<file path="src/rtl/pipe_final_adder_if.sv">
// Operand/result handshake bundle for pipe_final_adder.
// The slave modport is the adder's view; master is the producer/consumer side.
interface pipe_final_adder_if #(
    parameter int unsigned WIDTH = 10
);
    logic             in_valid;
    logic             in_ready;
    logic [WIDTH-1:0] a;
    logic [WIDTH-1:0] b;
    logic             c_in;
    logic             sub;
    logic             out_valid;
    logic             out_ready;
    logic [WIDTH-1:0] sum;
    logic             c_out;

    modport master (
        output in_valid, a, b, c_in, sub, out_ready,
        input  in_ready, out_valid, sum, c_out
    );

    modport slave (
        input  in_valid, a, b, c_in, sub, out_ready,
        output in_ready, out_valid, sum, c_out
    );
endinterface

</file>
<file path="src/rtl/pipe_final_adder.sv">
// Segmented ripple-carry adder/subtractor pipelined over STAGES segments of SEG bits;
// the whole pipe freezes while the output holds an unaccepted result.
module pipe_final_adder #(
    parameter int unsigned WIDTH  = 10,
    parameter int unsigned STAGES = 2
) (
    input logic                clk,
    input logic                rst,
    pipe_final_adder_if.slave  bus
);
    localparam int unsigned SEG = WIDTH / STAGES;

    if (STAGES == 0 || (WIDTH % STAGES) != 0) begin : g_bad_cfg
        $error("pipe_final_adder: WIDTH must be a non-zero multiple of STAGES");
    end

    typedef struct packed {
        logic             vld;
        logic             cy;
        logic [WIDTH-1:0] a;
        logic [WIDTH-1:0] b;
        logic [WIDTH-1:0] s;
    } stage_t;

    stage_t      src     [STAGES];
    stage_t      stage_d [STAGES];
    stage_t      stage_q [STAGES];
    logic        advance;
    logic        cy;
    logic        p;
    logic        g;
    int unsigned idx;

    assign advance       = !stage_q[STAGES-1].vld || bus.out_ready;
    assign bus.in_ready  = advance && !rst;
    assign bus.out_valid = stage_q[STAGES-1].vld;
    assign bus.sum       = stage_q[STAGES-1].s;
    assign bus.c_out     = stage_q[STAGES-1].cy;

    // Subtract is folded in up front: invert b and force the carry-in.
    always_comb begin
        src[0].vld = bus.in_valid;
        src[0].cy  = bus.sub | bus.c_in;
        src[0].a   = bus.a;
        src[0].b   = bus.sub ? ~bus.b : bus.b;
        src[0].s   = '0;
        for (int unsigned k = 1; k < STAGES; k++) begin
            src[k] = stage_q[k-1];
        end
    end

    always_comb begin
        cy  = 1'b0;
        p   = 1'b0;
        g   = 1'b0;
        idx = 0;
        for (int unsigned k = 0; k < STAGES; k++) begin
            stage_d[k] = src[k];
            cy         = src[k].cy;
            for (int unsigned j = 0; j < SEG; j++) begin
                idx               = k * SEG + j;
                p                 = src[k].a[idx] ^ src[k].b[idx];
                g                 = src[k].a[idx] & src[k].b[idx];
                stage_d[k].s[idx] = p ^ cy;
                cy                = g | (p & cy);
            end
            stage_d[k].cy = cy;
        end
    end

    always_ff @(posedge clk) begin
        if (rst) begin
            for (int unsigned k = 0; k < STAGES; k++) begin
                stage_q[k] <= '0;
            end
        end else if (advance) begin
            stage_q <= stage_d;
        end
    end
endmodule

</file>
<file path="src/flat_wrapper.sv">
// flat-port wrapper written by rule: the top's interface ports become plain ports
module pipe_final_adder_flat 
#(
    parameter int unsigned WIDTH  = 10,
    parameter int unsigned STAGES = 2
)
  (clk, rst, bus_in_valid, bus_a, bus_b, bus_c_in, bus_sub, bus_out_ready, bus_in_ready, bus_out_valid, bus_sum, bus_c_out);
  pipe_final_adder_if #(.WIDTH(WIDTH)) bus_i ();
  input logic clk;
  input logic rst;
  input wire logic [$bits(bus_i.in_valid)-1:0] bus_in_valid;
  input wire logic [$bits(bus_i.a)-1:0] bus_a;
  input wire logic [$bits(bus_i.b)-1:0] bus_b;
  input wire logic [$bits(bus_i.c_in)-1:0] bus_c_in;
  input wire logic [$bits(bus_i.sub)-1:0] bus_sub;
  input wire logic [$bits(bus_i.out_ready)-1:0] bus_out_ready;
  output wire logic [$bits(bus_i.in_ready)-1:0] bus_in_ready;
  output wire logic [$bits(bus_i.out_valid)-1:0] bus_out_valid;
  output wire logic [$bits(bus_i.sum)-1:0] bus_sum;
  output wire logic [$bits(bus_i.c_out)-1:0] bus_c_out;
  assign bus_i.in_valid = bus_in_valid;
  assign bus_i.a = bus_a;
  assign bus_i.b = bus_b;
  assign bus_i.c_in = bus_c_in;
  assign bus_i.sub = bus_sub;
  assign bus_i.out_ready = bus_out_ready;
  assign bus_in_ready = bus_i.in_ready;
  assign bus_out_valid = bus_i.out_valid;
  assign bus_sum = bus_i.sum;
  assign bus_c_out = bus_i.c_out;
  pipe_final_adder #(.WIDTH(WIDTH), .STAGES(STAGES)) u_core (.clk(clk), .rst(rst), .bus(bus_i));
endmodule
</file>
<file path="config.mk">
export PLATFORM = sky130hd
export DESIGN_NAME = pipe_final_adder_flat
export DESIGN_NICKNAME = d
export VERILOG_FILES = /design/src/rtl/pipe_final_adder_if.sv /design/src/rtl/pipe_final_adder.sv /design/src/flat_wrapper.sv
export SDC_FILE = /design/constraint.sdc
export NUM_CORES = 1
export LEC_CHECK = 0
export CORE_MARGIN = 2
export CORE_UTILIZATION = 42
export CTS_CLUSTER_SIZE = 20
export DETAILED_ROUTE_END_ITERATION = 8
export PLACE_DENSITY = 0.85
export SLEW_MARGIN = 20
export SYNTH_ARGS = -nofsm -noshare
export SYNTH_HDL_FRONTEND = slang
export SYNTH_SLANG_ARGS = --single-unit
export TNS_END_PERCENT = 30
</file>
<file path="constraint.sdc">
create_clock -name clk -period 3.5 [get_ports clk]
set_clock_uncertainty 0.2 [all_clocks]
set_input_delay 1.05 -clock clk [delete_from_list [all_inputs] [get_ports clk]]
set_output_delay 1.05 -clock clk [all_outputs]
set_load 0.005 [all_outputs]
</file>
==> impl_metrics.py, run 1 <==
metrics = {
    "worst_setup_path": {
        "worst-path-max-fanout": 1,
        "worstSetupPathType": "primary input to flop",
        "timing.rr.end": "u_core.bus.sum[9]",
        "crit_path_start_kind": "primary input",
        "count_of_cells_along_the_worst_register_to_register_path": 9,
        "worstPathRequired_ns": 3.52,
        "regToRegSetupSlack_ns": 0.70,
        "timing.critical_path.to_type": "flop",
        "arrival_time_worst_endpoint_ns": 3.48,
        "regToRegStartpoint": "u_core.src[15]",
    },
    "clocking": {
        "clkLatencyLatePin_ns": 0.34,
        "cts_root_buf": "sky130_fd_sc_hd__clkbuf_4",
        "tritoncts": "built",
        "hold_fix_buffer_count_after_cts": 0,
        "numClockSinks": 29,
        "tritoncts.num_buffers": 5,
        "post_cts_buffers": 0,
        "clock_transition_at_path_regs_ns": 0.10,
        "htree_num_levels": 2,
        "clock_path_buffers": 2,
    },
    "synth": {
        "yosysWarningCount": 0,
        "area_leader_netlist": "sky130_fd_sc_hd__dfxtp_1",
        "syn_area_um2": 1356,
        "syn_area_per_cell_um2": 9.103,
        "synth_top_cells_by_area": "sky130_fd_sc_hd__dfxtp_1 43%, sky130_fd_sc_hd__fa_1 15%, sky130_fd_sc_hd__nand2_1 8.9%, sky130_fd_sc_hd__a211oi_1 6.1%, sky130_fd_sc_hd__a21oi_1 5.9%",
        "yosysTopAreaCellShare_pct": 42.80,
        "netlist_instances": 149,
        "synth_cell_type_count": 16,
        "synth_seq_cells": 29,
        "register_area_share_after_synthesis_pct": 42.80,
        "postSynthNetCount": 185,
    },
    "placement": {
        "dpl.cell_count": 226,
        "gp_congestion": 0.7375,
        "io_buffer_count": 38,
        "place_hpwl_um": 1945,
        "worst_case_setup_slack_after_placement_ns": -0.6419,
    },
    "global_routing": {
        "grt_use_total_pct": 17.29,
        "grt.overflow.total": 0,
        "maximum_number_of_pins_on_one_net_before_global_route_repair": 37,
        "grt_first_pass_wirelength_um": 4540,
        "first_global_vias": 1095,
        "number_of_antenna_violations_at_the_first_check_in_global_routing": 0,
    },
    "power": {
        "sequential_share_of_power_pct": 42.7,
        "report.power.total_mw": 0.9022,
        "share_clk_of_total_power_pct": 38.3,
        "power.static_leakage_nw": 0.7868,
        "max_rail_drop_vdd_mv": 0.1969,
        "intPower_mw": 0.6852,
        "power-per-cell-area_nw_per_um2": 478.5,
        "switching_portion_of_total_power_pct": 24.05,
        "netSwitchingPower_mw": 0.2170,
        "power.combinational.fraction_pct": 19.0,
    },
    "die": {
        "fp.dieH_um": 60.83,
        "dieArea_um2": 3700,
        "std_cell_rows": 20,
        "die_width_um": 60.83,
        "starting_utilization_of_the_core_area_pct": 44.43,
        "placeableCoreArea_um2": 3053,
        "io_pins": 39,
    },
    "final_layout": {
        "total_nets_final": 225,
        "syn_to_final_growth_pct": 39.02,
        "most_frequent_standard_cell_in_the_layout_excluding_fill_and_tap_cells": "sky130_fd_sc_hd__clkdlybuf4s50_1",
        "multiInputGateArea_um2": 688.2,
        "fillCellCount": 274,
        "most-common-layout-cells": "33 x sky130_fd_sc_hd__clkdlybuf4s50_1, 32 x sky130_fd_sc_hd__nand2_1, 29 x sky130_fd_sc_hd__dfxtp_1",
        "proportion_of_layout_cells_with_a_drive_suffix_above_1_pct": 12.63,
        "stdcell_count": 234,
        "ff_latch_area_um2": 580.6,
        "antenna_diode_instance_count": 0,
    },
    "sta": {
        "fmaxAchievable_mhz": 289.4,
        "timing.final.max_slew_violations": 0,
        "final_cycle_share_pct": 98.72,
        "report.final.setup_viol": 0,
        "worst-slew-pin-transition_ns": 0.3315,
        "worst_slew_margin_relative_to_its_limit_pct": 77.90,
        "hold_violations": 0,
        "post-route-min-period_ns": 3.455,
        "final.setup.worst_slack_ns": 0.04494,
    },
    "routing": {
        "drt-pass1-iter-count": 4,
        "route.detailed.wl_per_inst_um": 11.82,
        "via_density": 4.718,
        "dr_total_vias": 1104,
        "drt-total-wl_um": 2766,
        "ant_nets_after_route": 0,
        "drcViolationCount": 0,
        "drt_first_iter_violations": 42,
    },
    "hold_path": {
        "min_delay_worst_endpoint": "u_core.bus.sum[6]",
        "holdCritStartpoint": "u_core.bus.sum[6]",
        "min-delay-path-class": "flop to flop",
        "min_path_cells": 2,
    },
    "job": {
        "maxCapViolations": 0,
    },
    "outcome": {
        "outcome": "complete, no violations",
    },
}
## state kept, by name, indices dropped and copies added (netlist names)
signal	flops
u_core.bus.c_out	1
u_core.bus.sum	10
u_core.bus.out_valid	1
u_core.src	17
## cell usage after synthesis
cell type,count
sky130_fd_sc_hd__buf_6,4
sky130_fd_sc_hd__fa_1,10
sky130_fd_sc_hd__nand2b_1,1
sky130_fd_sc_hd__dfxtp_1,29
sky130_fd_sc_hd__a21oi_1,16
sky130_fd_sc_hd__xnor2_1,7
sky130_fd_sc_hd__inv_1,12
sky130_fd_sc_hd__xor2_1,3
sky130_fd_sc_hd__buf_2,2
sky130_fd_sc_hd__buf_4,1
sky130_fd_sc_hd__nand2_1,32
sky130_fd_sc_hd__a211oi_1,11
sky130_fd_sc_hd__nor2_1,16
sky130_fd_sc_hd__clkbuf_1,3
sky130_fd_sc_hd__a211oi_2,1
sky130_fd_sc_hd__and2b_1,1
## per-stage QoR
| step | hold slack (ns) | instance area (um^2) | TNS, ns | util [%] |
|---|---|---|---|---|
| 2_1_floorplan | 0.2319 | 1371 | -0.1088 | - |
| 3_3_place_gp | 0.2375 | 1770 | -1.231 | 57.99 |
| 3_5_place_dp | 0.2498 | 1770 | -1.399 | 57.99 |
| 4_1_cts | 0.2631 | 1869 | -0.08529 | 61.23 |
| 5_1_grt | 0.2778 | 1886 | -0.0006637 | 61.76 |
| 6_report | 0.2598 | 1886 | 0 | 61.76 |
## area by class of cell
cell class	count	area share, %
tap	44	2.920
clock inverter	3	3.451
sequential	29	30.79
clock buffer	5	1.991
timing repair buffer	43	21.96
multi-input combinational	98	36.50
inverter	12	2.389
## critical path: stages
cell	delay, ns
sky130_fd_sc_hd__buf_2	0.13
sky130_fd_sc_hd__xnor2_4	0.14
sky130_fd_sc_hd__fa_2	0.37
sky130_fd_sc_hd__fa_2	0.40
sky130_fd_sc_hd__fa_2	0.41
sky130_fd_sc_hd__fa_2	0.39
sky130_fd_sc_hd__inv_2	0.06
sky130_fd_sc_hd__fa_1	0.39
sky130_fd_sc_hd__nand2_1	0.07
sky130_fd_sc_hd__a21oi_1	0.06
## layer usage
layer	track usage [%]	routed length [um]
met1	19.78	1183
met2	29.03	1339
met3	6.823	193
met4	6.832	50
met5	0	0
## how the worst max path moves through the flow
stage	from	to	slack (ns)	depth (start not counted)
floorplan	bus_sub	u_core.src[4]	-0.11	10
global placement	bus_sub	u_core.src[4]	-0.58	10
detailed placement	bus_sub	u_core.src[4]	-0.64	10
CTS	bus_a[0]	u_core.src[4]	-0.09	10
global route	bus_sub	u_core.src[4]	-0.0007	10
finish	bus_b[0]	u_core.src[4]	0.04	10
## power groups by stage
stage	Clock (mW)	Sequential, mW	Combinational, mW
after global routing	0.358	0.389	0.194
after global placement	0	0.391	0.162
after detailed placement	0	0.393	0.167
after CTS	0.348	0.386	0.169
after floorplan	0	0.391	0.0890
final	0.345	0.385	0.171
## timing repair
item / in CTS / in global routing
pin swaps: 0 / 5
hold endpoints to repair: 0 / 0
gates resized for setup: 3 / 15
endpoints found under the setup margin: 3 / 2
## cells by family (layout without fill, tap and decap cells)
group                      after synthesis  count (layout)  synth area share [%]
and+or+nand+nor                         50              50                 14.30
DFF                                     29              29                 42.80
AOI/OAI and AO/OA                       28              28                 12.92
buffers and inverters                   22              63                 8.764
adders and majority gates               10              10                 14.76
xor gates and xnor gates                10              10                 6.458
Power figures use the tool's default switching activity.
==> inputs of run 2 (changes only) <==
PLACE_DENSITY = 0.78   (was 0.85)
==> impl_metrics.py, run 2 (synthesis results as in run 1) <==
metrics = {
    "final_layout": {
        "most_frequent_standard_cell_in_the_layout_excluding_fill_and_tap_cells": "sky130_fd_sc_hd__clkdlybuf4s50_1",
        "fillCellCount": 293,
        "largest_register_ffs": 17,
        "proportion_of_layout_cells_with_a_drive_suffix_above_1_pct": 10.53,
        "total_nets_final": 225,
        "multiInputGateArea_um2": 676.9,
        "antenna_diode_instance_count": 0,
        "ff_latch_area_um2": 580.6,
        "most-common-layout-cells": "33 x sky130_fd_sc_hd__clkdlybuf4s50_1, 32 x sky130_fd_sc_hd__nand2_1, 29 x sky130_fd_sc_hd__dfxtp_1",
        "syn_to_final_growth_pct": 33.49,
    },
    "worst_setup_path": {
        "cp_common_cell": "sky130_fd_sc_hd__fa_2",
        "regToRegStartpoint": "u_core.src[15]",
        "worst-path-max-fanout": 1,
        "arrival_time_worst_endpoint_ns": 3.37,
        "worstSetupPathType": "primary input to flop",
        "worst_path_dominant_cell_family": "adder cells",
        "crit_slowest_cell": "sky130_fd_sc_hd__fa_2",
        "regToRegSetupSlack_ns": 0.70,
        "timing.rr.end": "u_core.bus.sum[9]",
        "path_cells": "dlygate4sd2_1 -> nor2_2 -> fa_2 -> fa_2 -> fa_2 -> fa_2 -> inv_2 -> fa_1 -> nand2_1 -> a21oi_1",
        "count_of_cells_along_the_worst_register_to_register_path": 9,
        "worst-path-buf-inv": 2,
        "timing.critical_path.to_type": "flop",
        "crit_path_start_kind": "primary input",
        "crit_path_max_incr_delay_ns": 0.39,
        "worstPathRequired_ns": 3.49,
    },
    "sta": {
        "unrepaired_setup_endpoints_after_global_routing": "no",
        "final.setup.worst_slack_ns": 0.1209,
        "worst-slew-pin-transition_ns": 0.3471,
        "hold_violations": 0,
        "timing.final.max_slew_violations": 0,
        "fmaxAchievable_mhz": 295.9,
        "final_cycle_share_pct": 96.55,
        "worst_slew_margin_relative_to_its_limit_pct": 76.86,
        "fin_worst_hold_slack_ns": 0.2506,
        "report.final.setup_viol": 0,
        "post-route-min-period_ns": 3.379,
    },
    "global_routing": {
        "first_global_vias": 1093,
        "grt.overflow.total": 0,
        "grt_use_total_pct": 18.07,
        "maximum_number_of_pins_on_one_net_before_global_route_repair": 37,
        "number_of_antenna_violations_at_the_first_check_in_global_routing": 0,
        "grt_first_pass_wirelength_um": 4726,
    },
    "die": {
        "io_pins": 39,
        "placeableCoreArea_um2": 3053,
        "dieArea_um2": 3700,
        "fp.dieH_um": 60.83,
        "std_cell_rows": 20,
        "die_width_um": 60.83,
        "starting_utilization_of_the_core_area_pct": 44.43,
    },
    "hold_path": {
        "min-delay-path-class": "flop to flop",
        "min_path_cells": 2,
        "min_delay_worst_endpoint": "u_core.bus.sum[7]",
        "holdCritStartpoint": "u_core.bus.sum[7]",
    },
    "clocking": {
        "htree_num_levels": 2,
        "clock_transition_at_path_regs_ns": 0.08,
        "tritoncts": "built",
        "tritoncts.num_buffers": 5,
        "post_cts_buffers": 0,
        "clkLatencyLatePin_ns": 0.31,
        "cts_root_buf": "sky130_fd_sc_hd__clkbuf_4",
        "clock_path_buffers": 2,
        "numClockSinks": 29,
    },
    "routing": {
        "drt-pass1-iter-count": 5,
        "via_density": 4.645,
        "dr_total_vias": 1087,
        "drt_first_iter_violations": 90,
        "ant_nets_after_route": 0,
        "drcViolationCount": 0,
        "route.detailed.wl_per_inst_um": 11.91,
        "drt-total-wl_um": 2787,
    },
    "placement": {
        "place_hpwl_um": 1995,
        "gp_congestion": 0.7374,
        "io_buffer_count": 38,
        "worst_case_setup_slack_after_placement_ns": -0.6444,
    },
    "power": {
        "report.power.total_mw": 0.7389,
        "power-per-cell-area_nw_per_um2": 408.1,
        "max_rail_drop_vdd_mv": 0.2222,
        "power.static_leakage_nw": 0.7415,
    },
    "outcome": {
        "outcome": "complete, no violations",
    },
    "job": {
        "maxCapViolations": 0,
    },
}
[run 2: tightest hold or removal path: stages, from the launching register on]
cell and delay (ns):
sky130_fd_sc_hd__dfxtp_1 0.31, sky130_fd_sc_hd__nand2_1 0.05, sky130_fd_sc_hd__a21oi_1 0.05
[run 2: worst max-delay path by stage]
| stage | start | slack (ns) | end | cells after the start |
|---|---|---|---|---|
| after floorplan | bus_sub | -0.11 | u_core.src[4] | 10 |
| after global placement | bus_sub | -0.57 | u_core.src[4] | 10 |
| after detailed placement | bus_sub | -0.64 | u_core.src[4] | 10 |
| after CTS | bus_sub | 0.002 | u_core.src[4] | 10 |
| after global routing | bus_c_in | 0.05 | u_core.src[4] | 10 |
| final | bus_c_in | 0.12 | u_core.src[4] | 10 |
[run 2: routing by layer]
metal	wire [um]	vias to the layer above	GRT usage, %
li1	-	548	-
met1	1190	509	20.95
met2	1436	28	30.57
met3	132	2	6.183
met4	27	0	7.453
met5	0	-	0
[run 2: report_power, final]
group / internal [mW] / switching [mW] / total (mW) / leakage (nW)
clock network: 0.0800 / 0.106 / 0.186 / 0.0265
logic: 0.0959 / 0.0719 / 0.168 / 0.474
registers: 0.366 / 0.0193 / 0.385 / 0.241
total: 0.542 / 0.197 / 0.739 / 0.741
[run 2: timing repair]
item | CTS | global route
pin swaps | 7 | 2
hold endpoints to repair | 0 | 0
resized for setup | 14 | 0
cloned | 0 | 0
setup endpoints to repair | 3 | 1
hold buffers | 0 | 0
[run 2: stage by stage]
step / utilization [%] / instances / cell area (um^2) / TNS [ns]
2_1_floorplan: - / 149 / 1371 / -0.1088
3_3_place_gp: 57.99 / 226 / 1770 / -1.176
3_5_place_dp: 57.99 / 226 / 1770 / -1.418
4_1_cts: 59.30 / 234 / 1810 / 0
5_1_grt: 59.30 / 234 / 1810 / 0
6_report: 59.30 / 234 / 1810 / 0
[run 2: area by class of cell]
cell class / instances / share of cell area, %
timing repair buffer: 43 / 22.32
tap: 44 / 3.041
inverter: 12 / 2.488
clock buffer: 8 / 2.695
sequential: 29 / 32.07
multi-input combinational: 98 / 37.39
==> inputs of run 3 (changes only) <==
CORE_MARGIN = 10   (was 2)
CTS_CLUSTER_SIZE = 8   (was 20)
==> impl_metrics.py, run 3 (synthesis results as in run 1) <==
metrics = {
    "die": {
        "die_width_um": 76.83,
        "std_cell_rows": 20,
        "fp.dieH_um": 76.83,
        "placeableCoreArea_um2": 3078,
        "io_pins": 39,
        "dieArea_um2": 5902,
        "starting_utilization_of_the_core_area_pct": 44.07,
    },
    "worst_setup_path": {
        "crit_path_max_incr_delay_ns": 0.40,
        "crit_slowest_cell": "sky130_fd_sc_hd__fa_2",
        "cp_common_cell": "sky130_fd_sc_hd__fa_2",
        "path_cells": "dlygate4sd2_1 -> nor2_2 -> fa_2 -> fa_2 -> fa_2 -> fa_2 -> inv_2 -> fa_1 -> nand2_1 -> a21oi_1",
        "crit_path_start_kind": "primary input",
        "arrival_time_worst_endpoint_ns": 3.38,
        "worst-path-buf-inv": 2,
        "worst-path-max-fanout": 1,
        "worstSetupPathType": "primary input to flop",
        "worstPathRequired_ns": 3.52,
        "worst_path_dominant_cell_family": "adder cells",
        "timing.critical_path.to_type": "flop",
    },
    "clocking": {
        "tritoncts": "built",
        "tritoncts.num_buffers": 5,
        "hold_fix_buffer_count_after_cts": 0,
        "cts_root_buf": "sky130_fd_sc_hd__clkbuf_4",
        "numClockSinks": 29,
        "clock_path_buffers": 2,
        "clock_transition_at_path_regs_ns": 0.10,
        "clkLatencyLatePin_ns": 0.33,
        "post_cts_buffers": 0,
        "htree_num_levels": 2,
    },
    "global_routing": {
        "grt_use_total_pct": 11.41,
        "maximum_number_of_pins_on_one_net_before_global_route_repair": 30,
        "grt.overflow.total": 0,
        "number_of_antenna_violations_at_the_first_check_in_global_routing": 0,
        "grt_first_pass_wirelength_um": 5568,
        "first_global_vias": 1149,
    },
    "outcome": {
        "outcome": "complete, no violations",
    },
    "routing": {
        "drcViolationCount": 0,
        "drt-total-wl_um": 3107,
        "dr_total_vias": 1116,
        "drt_first_iter_violations": 84,
        "via_density": 4.749,
        "ant_nets_after_route": 0,
        "drt-pass1-iter-count": 4,
        "route.detailed.wl_per_inst_um": 13.22,
    },
    "sta": {
        "fmaxAchievable_mhz": 297.5,
        "report.final.setup_viol": 0,
        "timing.final.max_slew_violations": 0,
        "worst-slew-pin-transition_ns": 0.3045,
        "post-route-min-period_ns": 3.361,
        "fin_worst_hold_slack_ns": 0.2597,
        "setup_tns_ns": 0,
        "unrepaired_setup_endpoints_after_global_routing": "no",
        "hold_violations": 0,
        "final_cycle_share_pct": 96.03,
        "worst_slew_margin_relative_to_its_limit_pct": 79.70,
    },
    "final_layout": {
        "fillCellCount": 303,
        "syn_to_final_growth_pct": 34.23,
        "most_frequent_standard_cell_in_the_layout_excluding_fill_and_tap_cells": "sky130_fd_sc_hd__clkdlybuf4s50_1",
        "most-common-layout-cells": "33 x sky130_fd_sc_hd__clkdlybuf4s50_1, 32 x sky130_fd_sc_hd__nand2_1, 29 x sky130_fd_sc_hd__dfxtp_1",
        "largest_register_ffs": 17,
        "stdcell_count": 235,
        "antenna_diode_instance_count": 0,
        "total_nets_final": 226,
        "proportion_of_layout_cells_with_a_drive_suffix_above_1_pct": 12.04,
    },
    "placement": {
        "gp_congestion": 0.7574,
        "place_hpwl_um": 2433,
        "dpl.cell_count": 227,
        "io_buffer_count": 38,
    },
    "power": {
        "power-per-cell-area_nw_per_um2": 408.9,
        "max_rail_drop_vdd_mv": 0.1740,
        "power.static_leakage_nw": 0.7511,
        "report.power.total_mw": 0.7445,
    },
    "hold_path": {
        "min-delay-path-class": "flop to flop",
    },
    "job": {
        "maxCapViolations": 0,
    },
}
## run 3: cell count changes in the layout (fill, tap and decap cells not counted)
cell and delta:
sky130_fd_sc_hd__buf_4 +1, sky130_fd_sc_hd__clkinv_2 +2, sky130_fd_sc_hd__clkbuf_1 -2
## run 3: area by class of cell
class	count	area (um^2)	share of cell area, %
clock buffer	6	41.29	2.268
clock inverter	2	10.01	0.5498
inverter	12	45.04	2.474
multi-input combinational	98	676.9	37.18
sequential	29	580.6	31.89
tap	44	55.05	3.024
timing repair buffer	44	411.6	22.61
## run 3: per-stage QoR
stage	utilization, %	worst slack, ns	instance area [um^2]
CTS	59.15	0.02333	1821
detailed placement	57.76	-0.6115	1778
global route	59.15	0.03930	1821
finish	59.15	0.1391	1821
global placement	57.76	-0.5713	1778
floorplan	-	-0.1088	1371
## run 3: worst paths after layout
| check | start | to | slack (ns) | cells past startpoint |
|---|---|---|---|---|
| max | bus_c_in | u_core.src[4] | 0.14 | 10 |
| min | u_core.bus.sum[6] | u_core.bus.sum[6] | 0.26 | 2 |
| max reg2reg | u_core.src[15] | u_core.bus.sum[9] | 0.63 | 9 |
| min reg2reg | u_core.bus.sum[6] | u_core.bus.sum[6] | 0.26 | 2 |
## run 3: timing repair
action / in CTS / in global routing
setup endpoints to repair: 3 / 1
gates resized for setup: 14 / 0
pin swaps: 6 / 2
## run 3: routing by layer
layer | wire length [um] | track usage [%]
met5 | 0 | 0
met4 | 45 | 3.903
met3 | 240 | 5.012
met2 | 1476 | 18.04
met1 | 1345 | 13.40
## run 3: worst reg2reg max path, stage by stage, from the launching register on
cell	delay, ns
sky130_fd_sc_hd__dfxtp_1	0.30
sky130_fd_sc_hd__inv_1	0.10
sky130_fd_sc_hd__fa_1	0.20
sky130_fd_sc_hd__inv_1	0.06
sky130_fd_sc_hd__fa_1	0.40
sky130_fd_sc_hd__fa_1	0.40
sky130_fd_sc_hd__fa_1	0.38
sky130_fd_sc_hd__inv_1	0.09
sky130_fd_sc_hd__fa_1	0.42
sky130_fd_sc_hd__a211oi_1	0.24
## run 3: where the power goes
group	switching [mW]	internal, mW
registers	0.0192	0.366
clock network	0.114	0.0763
logic	0.0727	0.0965
total	0.206	0.539
